[src/rtl/universal_shift_reg.sv]
// Universal shift register: N bits, L-bit lanes, shift/rotate/load/clear with frame counter.
// Optional parity output enabled by defining USR_PARITY_EN.
module universal_shift_reg #(
   parameter int N  = 8,
   parameter int L  = 1,
   parameter int CW = ((N / L) > 1) ? $clog2(N / L) : 1
) (
   input  logic          clk,
   input  logic          rst_n,
   input  logic          en,
   input  logic [2:0]    mode,
   input  logic [L-1:0]  sin,
   input  logic [N-1:0]  pin,
   output logic [L-1:0]  sout,
   output logic [N-1:0]  pout,
   output logic [CW-1:0] cnt,
   output logic          frame_done,
   output logic          par_out
);

   localparam logic [2:0] MODE_HOLD  = 3'b000;
   localparam logic [2:0] MODE_SHL   = 3'b001;
   localparam logic [2:0] MODE_SHR   = 3'b010;
   localparam logic [2:0] MODE_ROL   = 3'b011;
   localparam logic [2:0] MODE_ROR   = 3'b100;
   localparam logic [2:0] MODE_LOAD  = 3'b101;
   localparam logic [2:0] MODE_CLEAR = 3'b110;

   localparam int          LANE_MOD = (L >= 1) ? (N % L) : 1;
   localparam logic [CW-1:0] LAST_CNT = CW'((N / L) - 1);

   generate
      if (N < 2 || L < 1 || L > N || LANE_MOD != 0) begin : g_bad_params
         $error("universal_shift_reg: require N >= 2, 1 <= L <= N and N %% L == 0");
      end
   endgenerate

   logic [N-1:0]  pout_r;
   logic [L-1:0]  sout_r;
   logic [CW-1:0] cnt_r;
   logic          frame_done_r;

   logic [N-1:0]  next_pout_s;
   logic [L-1:0]  next_sout_s;
   logic [CW-1:0] next_cnt_s;
   logic          next_frame_done_s;
   logic          shift_op_s;

   // Next-state selection for data, serial output and frame counter.
   always_comb begin
      next_pout_s       = pout_r;
      next_sout_s       = sout_r;
      next_cnt_s        = cnt_r;
      next_frame_done_s = 1'b0;
      shift_op_s        = 1'b0;
      if (en) begin
         case (mode)
            MODE_SHL: begin
               next_pout_s = (pout_r << L) | N'(sin);
               next_sout_s = L'(pout_r >> (N - L));
               shift_op_s  = 1'b1;
            end
            MODE_SHR: begin
               next_pout_s = (pout_r >> L) | (N'(sin) << (N - L));
               next_sout_s = L'(pout_r);
               shift_op_s  = 1'b1;
            end
            MODE_ROL: begin
               next_pout_s = (pout_r << L) | (pout_r >> (N - L));
               next_sout_s = L'(pout_r >> (N - L));
               shift_op_s  = 1'b1;
            end
            MODE_ROR: begin
               next_pout_s = (pout_r >> L) | (pout_r << (N - L));
               next_sout_s = L'(pout_r);
               shift_op_s  = 1'b1;
            end
            MODE_LOAD: begin
               next_pout_s = pin;
               next_sout_s = {L{1'b0}};
               next_cnt_s  = {CW{1'b0}};
            end
            MODE_CLEAR: begin
               next_pout_s = {N{1'b0}};
               next_sout_s = {L{1'b0}};
               next_cnt_s  = {CW{1'b0}};
            end
            MODE_HOLD: begin
               next_pout_s = pout_r;
            end
            default: begin
               next_pout_s = pout_r;
            end
         endcase
      end else begin
         next_pout_s = pout_r;
      end

      // Any shift or rotate advances the frame; the last lane wraps and pulses.
      if (shift_op_s) begin
         if (cnt_r == LAST_CNT) begin
            next_cnt_s        = {CW{1'b0}};
            next_frame_done_s = 1'b1;
         end else begin
            next_cnt_s        = cnt_r + CW'(1);
            next_frame_done_s = 1'b0;
         end
      end else begin
         next_frame_done_s = 1'b0;
      end
   end

   // State and output registers.
   always_ff @(posedge clk or negedge rst_n) begin
      if (!rst_n) begin
         pout_r       <= {N{1'b0}};
         sout_r       <= {L{1'b0}};
         cnt_r        <= {CW{1'b0}};
         frame_done_r <= 1'b0;
      end else begin
         pout_r       <= next_pout_s;
         sout_r       <= next_sout_s;
         cnt_r        <= next_cnt_s;
         frame_done_r <= next_frame_done_s;
      end
   end

`ifdef USR_PARITY_EN
   function automatic logic parity_f(input logic [N-1:0] data);
      return ^data;
   endfunction

   logic par_r;

   // Parity tracks the value pout takes on the same edge.
   always_ff @(posedge clk or negedge rst_n) begin
      if (!rst_n) begin
         par_r <= 1'b0;
      end else begin
         par_r <= parity_f(next_pout_s);
      end
   end

   assign par_out = par_r;
`else
   assign par_out = 1'b0;
`endif

   assign pout       = pout_r;
   assign sout       = sout_r;
   assign cnt        = cnt_r;
   assign frame_done = frame_done_r;

endmodule

[config.mk]
export PLATFORM = sky130hd
export DESIGN_NAME = universal_shift_reg
export DESIGN_NICKNAME = d
export VERILOG_FILES = /design/src/rtl/universal_shift_reg.sv
export SDC_FILE = /design/constraint.sdc
export NUM_CORES = 1
export LEC_CHECK = 0
export CAP_MARGIN = 20
export CORE_MARGIN = 2
export CORE_UTILIZATION = 40
export CTS_CLUSTER_DIAMETER = 80
export DETAILED_ROUTE_END_ITERATION = 7
export GPL_ROUTABILITY_DRIVEN = 0
export HOLD_SLACK_MARGIN = 0.12
export PLACE_DENSITY_LB_ADDON = 0.25
export SLEW_MARGIN = 40
export SYNTH_ARGS = -nofsm -noshare
export SYNTH_HDL_FRONTEND = slang
export SYNTH_SLANG_ARGS = --single-unit
export TNS_END_PERCENT = 50
[constraint.sdc]
create_clock -name clk -period 2.3 [get_ports clk]
set_clock_uncertainty 0.2 [all_clocks]
set_input_delay 0.23 -clock clk [delete_from_list [all_inputs] [get_ports clk]]
set_output_delay 0.23 -clock clk [all_outputs]
set_load 0.01 [all_outputs]
# Word-level counts from Yosys, hierarchy flattened
# Cells that the tools add are included.
[word_totals]
register_bits = 13
input_bits = 15
output_inout_bits = 14
elab_cells = 37
[classes]
add_sub_neg = 1
n_eq_ne = 7
muxes = 10
bitwise = 4
n_reduce_logical = 11
[ops]
columns = ["op", "count"]
rows = [
  ["one-hot mux 8 bit (6 select lines)", 1],
  ["bitwise OR 7 x 8 -> 8 bit", 2],
  ["bitwise OR 8 x 1 -> 8 bit", 2],
  ["equality test 3 bit, second input constant", 4],
  ["2-to-1 mux 3 bit", 4],
  ["equality test 3 x 2 -> 1 bit, second input constant", 2],
  ["AND reduction 2 bit", 3],
  ["nonzero test 6 bit", 1],
  ["OR reduction 2 bit", 3],
  ["2-to-1 mux 1 bit", 4],
  ["nonzero test 2 bit", 2],
  ["OR reduction 4 bit", 1],
  ["adder 3 x 1 -> 3 bit, second input constant", 1],
  ["equality test 3 x 1 -> 1 bit, second input constant", 1],
  ["one-hot mux 1 bit (3 select lines)", 1],
  ["nonzero test 3 bit", 1],
]

# Logic depth before layout (Yosys ltp)
# Gate-level depths: netlist of run 1.
[depth]
ltp_word = 6
mapped_depth = 5
depth_no_buf = 5

# Worst setup path before layout of run 1
# No wires, ideal clock.
[synth_path]
kind = "register to register"
from = "register cnt_r[0] (netlist: cnt[0])"
to = "register cnt_r[2] (netlist: cnt[2])"
setup_time_ns = 0.146
arrival_ns = 1.317
required_ns = 1.954
setup_slack_ns = 0.637
path_stages_with_launch = 6
path_buffers = 0
period_less_slack_ns = 1.663
cell_sequence = "dfrtp_1 -> ha_1 -> ha_1 -> and3b_1 -> o21ai_0 -> o311ai_0"
[synth_via]
elab_chain_cells = 3
word_cells_on_any_way = 4
classes_between = "add/sub: 1; eq/ne: 1; mux: 2"
[synth_rtl]
columns = ["item", "line_no", "rtl"]
rows = [
  ["start, declared", "40", "logic [CW-1:0] cnt_r;"],
  ["start signal, assigned", "118", "cnt_r <= {CW{1'b0}};"],
  ["start signal, assigned", "123", "cnt_r <= next_cnt_s;"],
  ["adder 3 x 1 -> 3 bit / equality test 3 bit (equally long branches)", "105, 101", ""],
  ["2-to-1 mux 3 bit *", "101", "if (cnt_r == LAST_CNT) begin"],
  ["2-to-1 mux 3 bit *", "100", "if (shift_op_s) begin"],
]
# Every way passes the cells marked *; elsewhere a longest branch is shown, timed or not.
# A chain may end at the register's enable or synchronous reset.

# Worst setup path after layout of run 1
[layout_path]
from = "input mode[2]"
to = "register pout_r[2] (netlist: pout[2])"
[layout_via]
elab_chain_cells = 3
word_cells_on_any_way = 9
classes_between = "eq/ne: 6; mux: 1; reduce/logical: 2"
[layout_rtl]
columns = ["item", "line_no", "rtl"]
rows = [
  ["start, declared", "11", "input logic [2:0] mode,"],
  ["equality test 3 bit (tied with other cells)", "57", "case (mode)"],
  ["nonzero test 6 bit (no source line)", "--", ""],
  ["AND reduction 2 bit (no source line)", "--", ""],
  ["end signal, assigned", "116", "pout_r <= {N{1'b0}};"],
  ["end signal, assigned", "121", "pout_r <= next_pout_s;"],
  ["end, declared", "38", "logic [N-1:0] pout_r;"],
]
# Parallel ways exist; a longest one is shown, timed or not.

==> impl_metrics.tcl, run 1 <==
set metrics [dict create \
    ir_worst_vdd_v 0.000409 \
    first_iter_violations 21 \
    critPathMaxStageDelay_ns 0.62 \
    wl_met1_mm 1.10 \
    power.internal_mw 0.549 \
    netSwitchingPower_mw 0.295 \
    setup-violations-final 0 \
    criticalPathCategory "in2reg" \
    syn_area_um2 896 \
    path_cells "clkdlybuf4s50_1, buf_4, xor2_1, a32oi_1, a31oi_1" \
    top_layer "met4" \
    cp-start-kind "primary input" \
    min_period_over_period 0.820 \
    worst_ep_arrival_time_ns 1.89 \
    path_buf_inv 2 \
    r2r-start "cnt[0]" \
    yosysMostFrequentCell "a31oi_1" \
    start_util 0.413 \
    die_w_um 51.3 \
    totalNegativeSetupSlack_ns 0 \
    wl_met2_mm 1.08 \
    synth_fp_nets 115 \
    syn_area_per_cell_um2 9.14 \
    fp.coreArea_mm2 0.00217 \
    p_leak_nw 0.488 \
    period_minus_slack_ns 1.89 \
    status "finished clean" \
    yosys_warnings 0 \
    rr_worst_depth 5 \
    p_seq_frac 0.407 \
    port_buffers 27 \
    worst_slew_pin_slew_ns 0.613 \
    cts_buffers 3 \
    hold_buffers 0 \
    slew_violations 0 \
    cts_tree "done" \
    cp_top_family "buffers and inverters" \
    synth.ff_latch_count 13 \
    fmax_ghz 0.530 \
    slew_headroom 0.590 \
    io_pins 29 \
    reg2reg_slack_ns 0.54 \
    antenna_found_initial 0 \
    drv_cap 0 \
    hold_class "in2async" \
    reg2reg_to "cnt[2]" \
    crit_cells 5 \
    p_sw_frac 0.350 \
    grt_pass1_wl_mm 3.77 \
    drive_gt1_frac 0.110 \
    clock_sinks 13 \
    fin_nets 145 \
    vias 931 \
    ys_seq_area_frac 0.363 \
    synthCells 98 \
    endpoint_kind "flip-flop" \
    cp_data_required_time_ns 2.30 \
    row_count 17 \
    wl_per_cell_um 15.5 \
    clock_path_buffers 2 \
    synth_top_area_frac 0.363 \
    dr.pass1.iters 4 \
    cts_resized 0 \
    clock_latency_ns 0.29 \
    ys_types 31 \
    routed_wl_mm 2.40 \
    synth_edf_count 0 \
    async_flop_share 1.00 \
    grt.total_usage 0.192 \
    grt_max_degree 16 \
    finalCoreUtilization 0.566 \
    pwr-share-clk 0.181 \
    first_global_vias 820 \
    rsz0062_at_grt "no" \
    ctsRootBufferMaster "clkbuf_4" \
    postCtsSetupBuffers 0 \
    die_h_um 51.3 \
    synth_top_cells_by_count "16 x a31oi_1, 13 x dfrtp_1, 11 x a32oi_1" \
    crit_slowest_cell "clkdlybuf4s50_1" \
    syn_to_final_growth_pct 37.2 \
    yosys.area.top_type "dfrtp_1" \
    clk_pin_slew_ns 0.09 \
    gr-total-overflow 0 \
    viasPerCell 6.01 \
    crit_path_start "mode[2]" \
    drtAntennaViolNets 0 \
    critPathMaxFanout 9 \
    endpoint "pout[2]" \
    combPwrFrac 0.412 \
    num_antenna_cells 0 \
    htreeDepth 1 \
    hold_violations 0 \
    place.detailed.hpwl_mm 1.70 \
    wl_met3_um 174 \
    yosys-top-cells-area "dfrtp_1 36%, a31oi_1 11%, a32oi_1 11%" \
    drc 0 \
    cellPowerDensity_mw_per_mm2 686 \
    synth_flop_cell "dfrtp_1" \
    die_area_mm2 0.00263 \
]
-- metrics by stage --
stage                     hold slack (ns)  power (mW)  cell area, um2  std cells  setup WS (ns)
after floorplan                    -0.266       0.512             896         98          0.637
after global placement              0.316       0.686            1200        151          0.206
after detailed placement            0.331       0.692            1200        151          0.165
after CTS                           0.149       0.845            1230        155          0.476
after global routing                0.185       0.893            1230        155          0.347
final                               0.119       0.843            1230        155          0.415
-- final cells by class --
cell class,count,area [um2]
clock buffers,4,26.3
fillers,198,941
inverters,6,22.5
flip-flops and latches,13,325
well taps,28,35.0
multi-input cells,69,489
repair buffers,35,330
-- metal layers --
layer / GRT usage / vias up
met5: 0 / -
met4: 0.101 / 0
met3: 0.0322 / 6
met2: 0.288 / 45
met1: 0.265 / 436
li1: - / 444
-- power groups by stage --
| stage | logic [mW] | registers [mW] | clock network, mW |
|---|---|---|---|
| floorplan | 0.153 | 0.359 | 0 |
| global placement | 0.341 | 0.345 | 0 |
| detailed placement | 0.345 | 0.347 | 0 |
| CTS | 0.347 | 0.343 | 0.155 |
| global route | 0.376 | 0.353 | 0.164 |
| finish | 0.347 | 0.344 | 0.152 |
-- state kept, by name (all words and copies together), names as in the netlist --
name        cells
frame_done      1
cnt             3
sout            1
pout            8
-- how the worst min path moves through the flow --
stage	startpoint	to	cells after the start
after floorplan	rst_n	cnt[0]	0
after global placement	cnt[1]	cnt[1]	1
after detailed placement	cnt[1]	cnt[1]	1
after CTS	rst_n	frame_done	1
after global routing	rst_n	frame_done	1
final	rst_n	frame_done	1
-- placed cells by master, fill, tap and decap left out --
cell type,Yosys,routed
clkdlybuf4s50_1,0,27
a31oi_1,16,16
dfrtp_1,13,13
a32oi_1,11,11
buf_4,1,8
o21ai_0,5,5
inv_1,5,5
nand3_1,4,4
nor2b_1,4,4
and2_1,3,3
nor3b_1,3,3
clkbuf_4,0,3
and3_1,2,2
nor2_1,2,2
a21oi_1,2,2
nand2_1,2,2
a32o_1,2,2
ha_1,2,2
or3_4,1,1
and3_4,1,1
clkinv_1,1,1
xor2_1,1,1
a21bo_2,1,1
a221oi_1,1,1
o221ai_1,1,1
a41o_1,1,1
and3b_1,1,1
o311ai_0,1,1
a22o_1,1,1
conb_1,1,1
clkbuf_1,5,1
-- kinds of logic (layout without fill, tap and decap cells) --
family | after synthesis | in the layout | share of synthesized area
AO/OA/AOI/OAI | 42 | 42 | 0.342
AND/OR/NAND/NOR | 23 | 23 | 0.162
buffers and inverters | 16 | 45 | 0.0908
flip-flops | 13 | 13 | 0.363
adder cells (fa/ha/maj) | 2 | 2 | 0.0279
other | 1 | 1 | 0.00419
XOR/XNOR | 1 | 1 | 0.00978
No activity file was read; power rests on OpenSTA's default activity.
==> run 2: changes to the inputs <==
==> constraint.sdc (replaced) <==
create_clock -name clk -period 1.98 [get_ports clk]
set_clock_uncertainty 0.2 [all_clocks]
set_input_delay 0.198 -clock clk [delete_from_list [all_inputs] [get_ports clk]]
set_output_delay 0.198 -clock clk [all_outputs]
set_load 0.01 [all_outputs]
==> impl_metrics.tcl, run 2 (synthesized netlist as in run 1, its figures left out) <==
set metrics [dict create \
    status "finished clean" \
    largest_reg_flops 8 \
    wl_per_cell_um 15.1 \
    cp_top_family "adder cells" \
    first_global_vias 907 \
    io_pins 29 \
    rsz0062_at_grt "no" \
    start_util 0.413 \
    grt_max_degree 16 \
    dp_cells 153 \
    setup-violations-final 0 \
    grt_pass1_wl_mm 4.04 \
    hold_class "reg2reg" \
    finalCoreUtilization 0.584 \
    cp_common_cell "ha_1" \
    die_h_um 51.3 \
    ir_worst_vdd_v 0.000426 \
    p_leak_nw 0.505 \
    critPathMaxStageDelay_ns 0.42 \
    path_cells "ha_1, ha_1, and3b_1, o21ai_0, o311ai_0" \
    cp-start-kind "flip-flop" \
    endpoint_kind "flip-flop" \
    cp_data_required_time_ns 1.92 \
    dr.pass1.iters 4 \
    port_buffers 27 \
    viasPerCell 6.10 \
    drive_gt1_frac 0.123 \
    fp.coreArea_mm2 0.00217 \
    layout_common_cells "27 x clkdlybuf4s50_1, 16 x a31oi_1, 13 x dfrtp_1" \
    period_minus_slack_ns 1.72 \
    drtAntennaViolNets 0 \
    antenna_found_initial 0 \
    clock_path_buffers 2 \
    gr-total-overflow 0 \
    critPathMaxFanout 4 \
    syn_to_final_growth_pct 41.3 \
    clk_pin_slew_ns 0.08 \
    num_antenna_cells 0 \
    routed_wl_mm 2.39 \
    cellPowerDensity_mw_per_mm2 770 \
    crit_slowest_cell "dfrtp_1" \
    die_w_um 51.3 \
    pre_cts_slack_ns 0.00570 \
    place.detailed.hpwl_mm 1.65 \
    slew_violations 0 \
    path_buf_inv 0 \
    first_iter_violations 42 \
    finalWorstSetupSlack_ns 0.261 \
    fmax_ghz 0.582 \
    layoutNonFillerInstCount 158 \
    slew_headroom 0.585 \
    drc 0 \
    clock_latency_ns 0.28 \
    ctsRootBufferMaster "clkbuf_4" \
    final_common_cell "clkdlybuf4s50_1" \
    cts_buffers 3 \
    vias 964 \
    row_count 17 \
    drv_cap 0 \
    totalNegativeSetupSlack_ns 0 \
    die_area_mm2 0.00263 \
    worst_ep_arrival_time_ns 1.66 \
    min_period_over_period 0.868 \
    htreeDepth 1 \
    fin_nets 148 \
    hold_violations 0 \
    cts_tree "done" \
    holdWs_ns 0.336 \
    grt.total_usage 0.204 \
    criticalPathCategory "reg2reg" \
    worst_slew_pin_slew_ns 0.620 \
    clock_sinks 13 \
]
==> run 2: cell types whose count changed in the layout (fill, tap and decap cells not counted) <==
| cell | change |
|---|---|
| buf_4 | +1 |
| dlygate4sd3_1 | +1 |
| buf_12 | +1 |
==> run 2: layout make-up <==
| type | count | area [um2] |
|---|---|---|
| Fill cell | 206 | 903 |
| Timing Repair Buffer | 38 | 368 |
| Sequential cell | 13 | 325 |
| Tap cell | 28 | 35.0 |
| Clock buffer | 4 | 26.3 |
| Multi-Input combinational cell | 69 | 489 |
| Inverter | 6 | 22.5 |
==> run 2: final timing paths <==
| path | start | slack (ns) | end | depth (start not counted) |
|---|---|---|---|---|
| setup / recovery | cnt[0] | 0.26 | cnt[2] | 5 |
| hold / removal | cnt[1] | 0.34 | cnt[1] | 1 |
| setup reg to reg | cnt[0] | 0.26 | cnt[2] | 5 |
| hold reg to reg | cnt[1] | 0.34 | cnt[1] | 1 |
| max in group asynchronous | rst_n | 0.53 | pout[0] | 2 |
| min in group asynchronous | rst_n | 0.64 | frame_done | 2 |
==> run 2: repair_timing <==
| action | CTS | global route |
|---|---|---|
| endpoints found under the hold margin | 13 | 0 |
| buffers inserted | 0 | 0 |
| gates resized for setup | 0 | 0 |
| hold buffers | 1 | 0 |
| setup endpoints to repair | 0 | 0 |
==> run 2: where the power goes <==
part           switching, mW  internal [mW]
logic                  0.171          0.240
registers             0.0724          0.326
clock network         0.0884         0.0781
==> run 2: metrics by stage <==
| stage | instance area, um2 | total power, mW |
|---|---|---|
| final | 1270 | 0.975 |
| after global routing | 1270 | 1.05 |
| after CTS | 1270 | 0.979 |
| after detailed placement | 1230 | 0.809 |
| after global placement | 1230 | 0.800 |
| after floorplan | 896 | 0.595 |
==> run 2: metal layers <==
metal	routed length, um	GRT usage	vias to the layer above
li1	-	-	451
met1	1140	0.276	454
met2	1070	0.327	51
met3	147	0.0263	8
met4	29	0.0877	0
met5	0	0	-
==> run 3: changes to the inputs <==
--- a/config.mk
+++ b/config.mk
@@ -10,7 +10,7 @@
 export CORE_UTILIZATION = 40
 export CTS_CLUSTER_DIAMETER = 80
 export DETAILED_ROUTE_END_ITERATION = 7
-export GPL_ROUTABILITY_DRIVEN = 0
+export GPL_ROUTABILITY_DRIVEN = 1
 export HOLD_SLACK_MARGIN = 0.12
 export PLACE_DENSITY_LB_ADDON = 0.25
 export SLEW_MARGIN = 40
==> results of run 3 <==
Final layout, timing and power as in run 2 (identical DEF).
